<file path="src/rtl/fifo_word_packer_if.sv">
// Word-stream port of fifo_word_packer: packed little-endian word, valid byte
// count and a valid/ready handshake.
interface fifo_word_packer_if #(
   parameter int DATA_W         = 8,
   parameter int BYTES_PER_WORD = 4
);
   logic [DATA_W*BYTES_PER_WORD-1:0]       m_data;
   logic [$clog2(BYTES_PER_WORD+1)-1:0]    m_bytes;
   logic                                   m_valid;
   logic                                   m_ready;

   modport master (
      output m_data,
      output m_bytes,
      output m_valid,
      input  m_ready
   );

   modport slave (
      input  m_data,
      input  m_bytes,
      input  m_valid,
      output m_ready
   );
endinterface

</file>
<file path="src/rtl/fifo_word_packer.sv">
// Pops bytes from a sync FIFO (1-cycle read latency) and packs them little-endian
// into words. Optional idle auto-flush is enabled by defining FIFO_PACK_TIMEOUT_EN.
module fifo_word_packer #(
   parameter int DATA_W         = 8,
   parameter int BYTES_PER_WORD = 4,
   parameter int TIMEOUT        = 15
) (
   input  logic              clk,
   input  logic              reset,
   input  logic              fifo_empty,
   input  logic [DATA_W-1:0] fifo_dout,
   output logic              fifo_read,
   input  logic              flush,
   fifo_word_packer_if.master m
);

   localparam int WORD_W = DATA_W * BYTES_PER_WORD;
   localparam int CNT_W  = $clog2(BYTES_PER_WORD + 1);
   localparam logic [CNT_W:0]   BPW_EXT = (CNT_W + 1)'(BYTES_PER_WORD);
   localparam logic [CNT_W-1:0] CNT_FULL = CNT_W'(BYTES_PER_WORD);
   localparam logic [CNT_W-1:0] CNT_LAST = CNT_W'(BYTES_PER_WORD - 1);

   typedef enum logic {FILL, HOLD} state_t;

   state_t            state, state_nxt;
   logic [CNT_W-1:0]  byte_cnt, cnt_nxt;
   logic              rd_pending;
   logic              flush_req, flush_nxt;
   logic [WORD_W-1:0] asm_q, asm_nxt;
   logic [WORD_W-1:0] data_q, data_nxt;
   logic [CNT_W-1:0]  bytes_q, bytes_nxt;
   logic              valid_q, valid_nxt;
   logic              capture;
   logic              room;
   logic              timeout_hit;

   // Bytes already requested count against the word, so an in-flight read
   // never overruns the last lane.
   assign room      = ({1'b0, byte_cnt} + {{CNT_W{1'b0}}, rd_pending}) < BPW_EXT;
   assign capture   = (state == FILL) && rd_pending;
   assign fifo_read = !reset && (state == FILL) && !fifo_empty && !flush_req &&
                      !timeout_hit && room;

`ifdef FIFO_PACK_TIMEOUT_EN
   localparam int IDLE_W = (TIMEOUT > 1) ? $clog2(TIMEOUT + 1) : 1;

   logic [IDLE_W-1:0] idle_cnt;
   logic              idle_run;

   // The TIMEOUT-th idle cycle itself triggers the flush, so the word leaves
   // TIMEOUT cycles after the last capture.
   assign idle_run    = (state == FILL) && (byte_cnt != '0) && !rd_pending;
   assign timeout_hit = idle_run && (idle_cnt == IDLE_W'(TIMEOUT - 1));

   always_ff @(posedge clk) begin
      if (reset || !idle_run || timeout_hit) begin
         idle_cnt <= '0;
      end else begin
         idle_cnt <= idle_cnt + 1'b1;
      end
   end
`else
   assign timeout_hit = 1'b0;
`endif

   always_comb begin
      state_nxt = state;
      cnt_nxt   = byte_cnt;
      flush_nxt = flush_req;
      asm_nxt   = asm_q;
      data_nxt  = data_q;
      bytes_nxt = bytes_q;
      valid_nxt = valid_q;

      unique case (state)
         FILL: begin
            if (flush) begin
               flush_nxt = 1'b1;
            end
            if (capture) begin
               for (int unsigned i = 0; i < BYTES_PER_WORD; i++) begin
                  if (byte_cnt == CNT_W'(i)) begin
                     asm_nxt[i*DATA_W +: DATA_W] = fifo_dout;
                  end
               end
               cnt_nxt = byte_cnt + 1'b1;
            end

            // A full word takes priority over any flush raised in the same cycle.
            if (capture && (byte_cnt == CNT_LAST)) begin
               state_nxt = HOLD;
               valid_nxt = 1'b1;
               data_nxt  = asm_nxt;
               bytes_nxt = CNT_FULL;
               asm_nxt   = '0;
               flush_nxt = 1'b0;
            end else if ((flush_req || timeout_hit) && !rd_pending) begin
               if (byte_cnt != '0) begin
                  state_nxt = HOLD;
                  valid_nxt = 1'b1;
                  data_nxt  = asm_q;
                  bytes_nxt = byte_cnt;
                  asm_nxt   = '0;
                  flush_nxt = 1'b0;
               end else begin
                  flush_nxt = flush;
               end
            end
         end

         HOLD: begin
            if (valid_q && m.m_ready) begin
               state_nxt = FILL;
               valid_nxt = 1'b0;
               data_nxt  = '0;
               bytes_nxt = '0;
               cnt_nxt   = '0;
            end
         end
      endcase
   end

   always_ff @(posedge clk) begin
      if (reset) begin
         state      <= FILL;
         byte_cnt   <= '0;
         rd_pending <= 1'b0;
         flush_req  <= 1'b0;
         asm_q      <= '0;
         data_q     <= '0;
         bytes_q    <= '0;
         valid_q    <= 1'b0;
      end else begin
         state      <= state_nxt;
         byte_cnt   <= cnt_nxt;
         rd_pending <= fifo_read;
         flush_req  <= flush_nxt;
         asm_q      <= asm_nxt;
         data_q     <= data_nxt;
         bytes_q    <= bytes_nxt;
         valid_q    <= valid_nxt;
      end
   end

   assign m.m_data  = data_q;
   assign m.m_bytes = bytes_q;
   assign m.m_valid = valid_q;

endmodule

</file>
<file path="src/flat_wrapper.sv">
// flat-port wrapper written by rule: the top's interface ports become plain ports
module fifo_word_packer_flat 
#(
   parameter int DATA_W         = 8,
   parameter int BYTES_PER_WORD = 4,
   parameter int TIMEOUT        = 15
)
  (clk, reset, fifo_empty, fifo_dout, fifo_read, flush, m_m_data, m_m_bytes, m_m_valid, m_m_ready);
  fifo_word_packer_if #(.DATA_W(DATA_W), .BYTES_PER_WORD(BYTES_PER_WORD)) m_i ();
  input  logic clk;
  input  logic reset;
  input  logic fifo_empty;
  input  logic [DATA_W-1:0] fifo_dout;
  output logic fifo_read;
  input  logic flush;
  output wire logic [$bits(m_i.m_data)-1:0] m_m_data;
  output wire logic [$bits(m_i.m_bytes)-1:0] m_m_bytes;
  output wire logic [$bits(m_i.m_valid)-1:0] m_m_valid;
  input wire logic [$bits(m_i.m_ready)-1:0] m_m_ready;
  assign m_m_data = m_i.m_data;
  assign m_m_bytes = m_i.m_bytes;
  assign m_m_valid = m_i.m_valid;
  assign m_i.m_ready = m_m_ready;
  fifo_word_packer #(.DATA_W(DATA_W), .BYTES_PER_WORD(BYTES_PER_WORD), .TIMEOUT(TIMEOUT)) u_core (.clk(clk), .reset(reset), .fifo_empty(fifo_empty), .fifo_dout(fifo_dout), .fifo_read(fifo_read), .flush(flush), .m(m_i));
endmodule
</file>
<file path="config.mk">
export PLATFORM = sky130hd
export DESIGN_NAME = fifo_word_packer_flat
export DESIGN_NICKNAME = d
export VERILOG_FILES = /design/src/rtl/fifo_word_packer_if.sv /design/src/rtl/fifo_word_packer.sv /design/src/flat_wrapper.sv
export SDC_FILE = /design/constraint.sdc
export NUM_CORES = 1
export LEC_CHECK = 0
export ABC_AREA = 1
export BUFFER_PORTS_ARGS = -buffer_cell sky130_fd_sc_hd__buf_4
export CAP_MARGIN = 20
export CORE_ASPECT_RATIO = 1.5
export CORE_UTILIZATION = 52
export DETAILED_ROUTE_END_ITERATION = 10
export HOLD_SLACK_MARGIN = 0.15
export PLACE_DENSITY = 0.76
export SLEW_MARGIN = 30
export SYNTH_ARGS = -nofsm -noshare
export SYNTH_HDL_FRONTEND = slang
export SYNTH_SLANG_ARGS = --single-unit
</file>
<file path="constraint.sdc">
create_clock -name clk -period 1.6 [get_ports clk]
set_input_delay 0.4 -clock clk [delete_from_list [all_inputs] [get_ports clk]]
set_output_delay 0.4 -clock clk [all_outputs]
set_load 0.02 [all_outputs]
</file>
; ---- Yosys cells after proc, flatten, opt, wreduce, memory -nomap -nowiden
; Cells that the tools add are included.
[totals]
register_bits = 74
inputBits = 13
output_inout_bits = 37
wordCells = 71
[classes]
addsub = 2
magnitude_cmp = 1
eq_ne = 7
n_mux = 34
bitwise_logic = 1
reduce_logical = 18
[op_table]
columns = operator, count
row1 = 32-bit 2-to-1 mux, 8
row2 = 32-bit one-hot mux with 2 select lines, 1
row3 = 8-bit 2-to-1 mux, 4
row4 = 3-bit 2-to-1 mux, 5
row5 = 1-bit 2-to-1 mux, 12
row6 = 3-bit one-hot mux with 2 select lines, 2
row7 = 1-bit logical AND, 8
row8 = 3-bit by 2-bit == test with 1-bit output (second input constant), 2
row9 = 3-bit inequality test (second input constant), 2
row10 = 3-bit nonzero test, 2
row11 = 3-bit by 1-bit adder with 4-bit output, 1
row12 = 1-bit zero test, 4
row13 = 4-bit by 3-bit < comparator with 1-bit output (second input constant), 1
row14 = 1-bit one-hot mux with 2 select lines, 2
row15 = 2-bit AND reduction, 2
row16 = 3-bit by 1-bit adder with 3-bit output (second input constant), 1
row17 = 3-bit by 1-bit == test with 1-bit output (second input constant), 1
row18 = 3-bit zero test, 1
row19 = 3-bit AND reduction, 1
row20 = 2-bit by 1-bit inequality test with 1-bit output (second input constant), 1
row21 = 2-bit inequality test (second input constant), 1
row22 = 1-bit NOT, 1

; ---- Longest topological paths before layout
[depth]
ltp_word = 6
mapped_depth = 10
ltp_nobuf = 10

; ---- Worst setup path before layout
; No wires, ideal clock.
[synth_timing]
path_kind = flip-flop to flip-flop
from = register u_core.byte_cnt[0]
to = register u_core.data_q[10] (netlist: u_core.m.m_data[10])
setup_ns = 0.132
t_arrival_ns = 1.447
required_ns = 1.468
path_slack_ns = 0.021
stages_incl_launch_ff = 10
n_path_buf = 2
period_less_slack_ns = 1.579
cell_sequence = dfxtp_1 > ha_1 > ha_1 > nand3_4 > buf_6 > inv_2 > buf_2 > nand3_1 > nand2_1 > a21oi_1
[synth_between]
elab_chain_len = 5
elab_cells_between_ends = 11
classes_between = eq/ne (4) / mux (4) / reduce/logical (3)
[synth_lines]
columns = element, line
row1 = start: declaration, fifo_word_packer.sv:26  ; logic [CNT_W-1:0] byte_cnt, cnt_nxt;
row2 = start signal: assignment, fifo_word_packer.sv:135  ; byte_cnt <= cnt_nxt;
row3 = 3-bit by 1-bit == test with 1-bit output, fifo_word_packer.sv:82  ; if (byte_cnt == CNT_W'(i)) begin
row4 = 8-bit 2-to-1 mux, fifo_word_packer.sv:82
row5 = 32-bit 2-to-1 mux, fifo_word_packer.sv:80  ; if (capture) begin
row6 = 32-bit 2-to-1 mux, fifo_word_packer.sv:90  ; if (capture && (byte_cnt == CNT_LAST)) begin
row7 = 32-bit one-hot mux with 2 select lines, fifo_word_packer.sv:75  ; unique case (state)
row8 = end signal: assignment, fifo_word_packer.sv:139  ; data_q <= data_nxt;
row9 = end: declaration, fifo_word_packer.sv:30  ; logic [WORD_W-1:0] data_q, data_nxt;
; Several ways; a longest one is shown, not always the timed one.
; A chain may end at the register's enable or synchronous reset.

; ---- Worst setup path in the final report
[layout_timing]
from = register u_core.byte_cnt[1]
to = output fifo_read
[layout_between]
elab_chain_len = 3
[layout_lines]
columns = element, line
row1 = 3-bit by 1-bit adder with 4-bit output, fifo_word_packer.sv:39  ; assign room = ({1'b0, byte_cnt} + {{CNT_W{1'b0}}, rd_pending}) < BPW_EXT;
row2 = 4-bit by 3-bit < comparator with 1-bit output, fifo_word_packer.sv:39
row3 = 1-bit logical AND, fifo_word_packer.sv:42  ; !timeout_hit && room;
row4 = end: declaration, flat_wrapper.sv:14  ; output logic fifo_read;
; Every way passes these cells.

==> results.json <==
{
  "cp_slowest_stage_delay_ns": 0.32,
  "grt_pass1_wl_microns": 16140,
  "antenna_found_initial": 0,
  "setup_slack_ns": -0.1485,
  "rows": 37,
  "dr.pass1.iters": 11,
  "powerDensity_nw_per_um2": 841.8,
  "peakVddDrop_uv": 744.8,
  "clockBufferDepth": 2,
  "start_kind": "flop",
  "synth-seq-area-share_pct": 40.19,
  "die_y_microns": 105.1,
  "gr-total-overflow": 0,
  "clk_latency_ns": 0.37,
  "worstPathRequired_ns": 1.20,
  "crit_fanout": 4,
  "drive_gt1_share_pct": 20.74,
  "layout_worst_path_cycle_share_pct": 109.3,
  "fp.dieW_microns": 70.75,
  "p_leak_nw": 2.050,
  "power_mw": 4.010,
  "violations": "DRC, setup timing",
  "synth_cell_type_count": 26,
  "rsz0062_at_grt": "true",
  "numClockSinks": 74,
  "finalClockSkew_ns": 0.01098,
  "max_slew_margin_pct": 53.01,
  "grt_start_max_net_pins": 65,
  "avgSynthCellArea_sq_um": 6.467,
  "pin_count": 50,
  "cp_slowest_cell": "dfxtp_1",
  "hold_class": "in2reg",
  "tightest_slew_ns": 0.7048,
  "grt_pass1_vias": 3634,
  "yosysTopAreaCell": "dfxtp_1",
  "path_buf_inv": 3,
  "synth_cells": 570,
  "dieArea_sq_um": 7436,
  "track_usage_pct": 28.02,
  "via_per_inst": 5.273,
  "postRouteWirelength_microns": 10440,
  "synth_top_area_share_pct": 40.19,
  "placed_area_sq_um": 4228,
  "wl_per_cell_microns": 14.32,
  "ys_top_cells_by_area": "dfxtp_1 (40%), nand2_1 (26%), a21oi_1 (8.4%), inv_1 (5.9%), nor2_1 (4.0%)",
  "n_antenna_cell": 0,
  "crit_top_cell": "buf_4",
  "clock-root-buffer": "clkbuf_8",
  "cts_tree": "done",
  "r2r_setup_slack_ns": -0.06,
  "path_class": "reg2out",
  "ant_nets": 0,
  "start_util_pct": 53.80,
  "hold_viol": 0,
  "yosys_warnings": 0,
  "seq_area_sq_um": 1488,
  "path_delay_family": "buffers and inverters",
  "fin_crit_ns": 1.748,
  "multi_input_area_sq_um": 1832,
  "coreArea_sq_um": 6852,
  "endpoint_kind": "output pin",
  "synthToLayoutAreaGrowth_pct": 29.23,
  "worstPathArrival_ns": 1.35,
  "clk_pin_slew_ns": 0.08,
  "outcome": "finished with violations",
  "setup-violations-final": 46,
  "max_cap_viol_count": 0,
  "crit_path_cell_trace": "buf_4 > buf_4 > a31oi_1 > buf_4",
  "fin_area_sq_um": 4763,
  "place.gp.congestion": 0.8603,
  "h-tree-depth": 3,
  "num_vias": 3844,
  "portBuffers": 49,
  "num-nets-final": 664,
  "cts_hold_buf": 0,
  "slew_viol_final": 0,
  "numCtsBuffers": 9,
  "synth_area_sq_um": 3686,
  "synth_nets": 588,
  "post-dp-hpwl_microns": 6291,
  "fillers": 609,
  "route.detailed.drc": 4,
  "drt_iter0_markers": 425,
  "synth-seq-cells": 74,
  "max_freq_ghz": 0.5719
}
what timing repair did:
item / in CTS / in global routing
cloned: 1 / 5
endpoints found under the setup margin: 54 / 62
buffers inserted: 11 / 1
resized for setup: 10 / 18
pin swaps: 1 / 2
Yosys cell counts, drive strengths merged:
master,n
nor2,42
o21ai,4
a21oi,63
nand4,3
inv,61
nand3,27
ha,5
nor3,1
or2,1
clkinv,2
dfxtp,74
nand2,259
clkbuf,9
a31oi,3
buf,16
final cells by class:
class / instances / share of cell area (%)
tap: 78 / 2.049
clock buffer: 12 / 3.467
sequential: 74 / 31.23
multi-input combinational: 408 / 38.46
clock inverter: 4 / 1.524
timing repair buffer: 90 / 17.99
inverter: 63 / 5.280
kinds of logic after synthesis:
family | share of synthesized area [%]
AO/OA/AOI/OAI | 9.708
adder cells (fa/ha/maj) | 1.697
buffers and inverters | 11.57
flip-flops | 40.19
AND/OR/NAND/NOR | 36.83
cells in the final DEF, fill, tap and decap left out, drive strengths merged, types with 2 or more instances in the layout:
cell type,n
a31oi,3
nor2,42
dfxtp,74
clkbuf,14
o21ai,4
clkinv,3
nand2,259
nand4,3
bufinv,2
a21oi,63
buf,88
inv,61
nand3,27
ha,5
stage by stage:
stage | cells | setup TNS [ns] | setup WS [ns] | utilization (%) | hold slack (ns)
floorplan | 570 | 0 | 0.02109 | - | 0.4171
global placement | 695 | -0.1127 | -0.03133 | 61.71 | 0.4321
detailed placement | 695 | -1.283 | -0.08594 | 61.71 | 0.4359
CTS | 723 | -1.780 | -0.1432 | 67.22 | 0.2874
finish | 729 | -0.8691 | -0.1485 | 69.52 | 0.2945
global route | 729 | -6.030 | -0.1676 | 69.52 | 0.3094
tightest hold or removal path: cells and delay by family:
kind,cells,cell delay [ns]
buffers and inverters,1,0.11
AO/OA/AOI/OAI,1,0.05
AND/OR/NAND/NOR,1,0.05
flip-flops by register name (all words and copies together) (netlist names):
signal / flops
u_core.m.m_valid: 1
u_core.asm_q: 32
u_core.m.m_data: 32
u_core.state: 1
u_core.rd_pending: 1
u_core.m.m_bytes: 3
u_core.byte_cnt: 3
u_core.flush_req: 1
power by group:
group	switching, mW	internal, mW
Sequential	0.0203	1.87
Combinational	0.254	0.165
Clock	0.701	1.00
Total	0.975	3.03
layer usage:
| layer | wire [microns] | track usage (%) |
|---|---|---|
| met1 | 4007 | 30.89 |
| met2 | 5399 | 49.38 |
| met3 | 665 | 3.664 |
| met4 | 367 | 18.29 |
| met5 | 0 | 0 |
worst paths after layout:
check | cells past startpoint | from | end
min reg2reg | 2 | u_core.asm_q[30] | u_core.asm_q[30]
max | 4 | u_core.byte_cnt[1] | fifo_read
min | 3 | flush | u_core.flush_req
max reg2reg | 10 | u_core.byte_cnt[1] | u_core.asm_q[9]
Power figures use the tool's default switching activity.
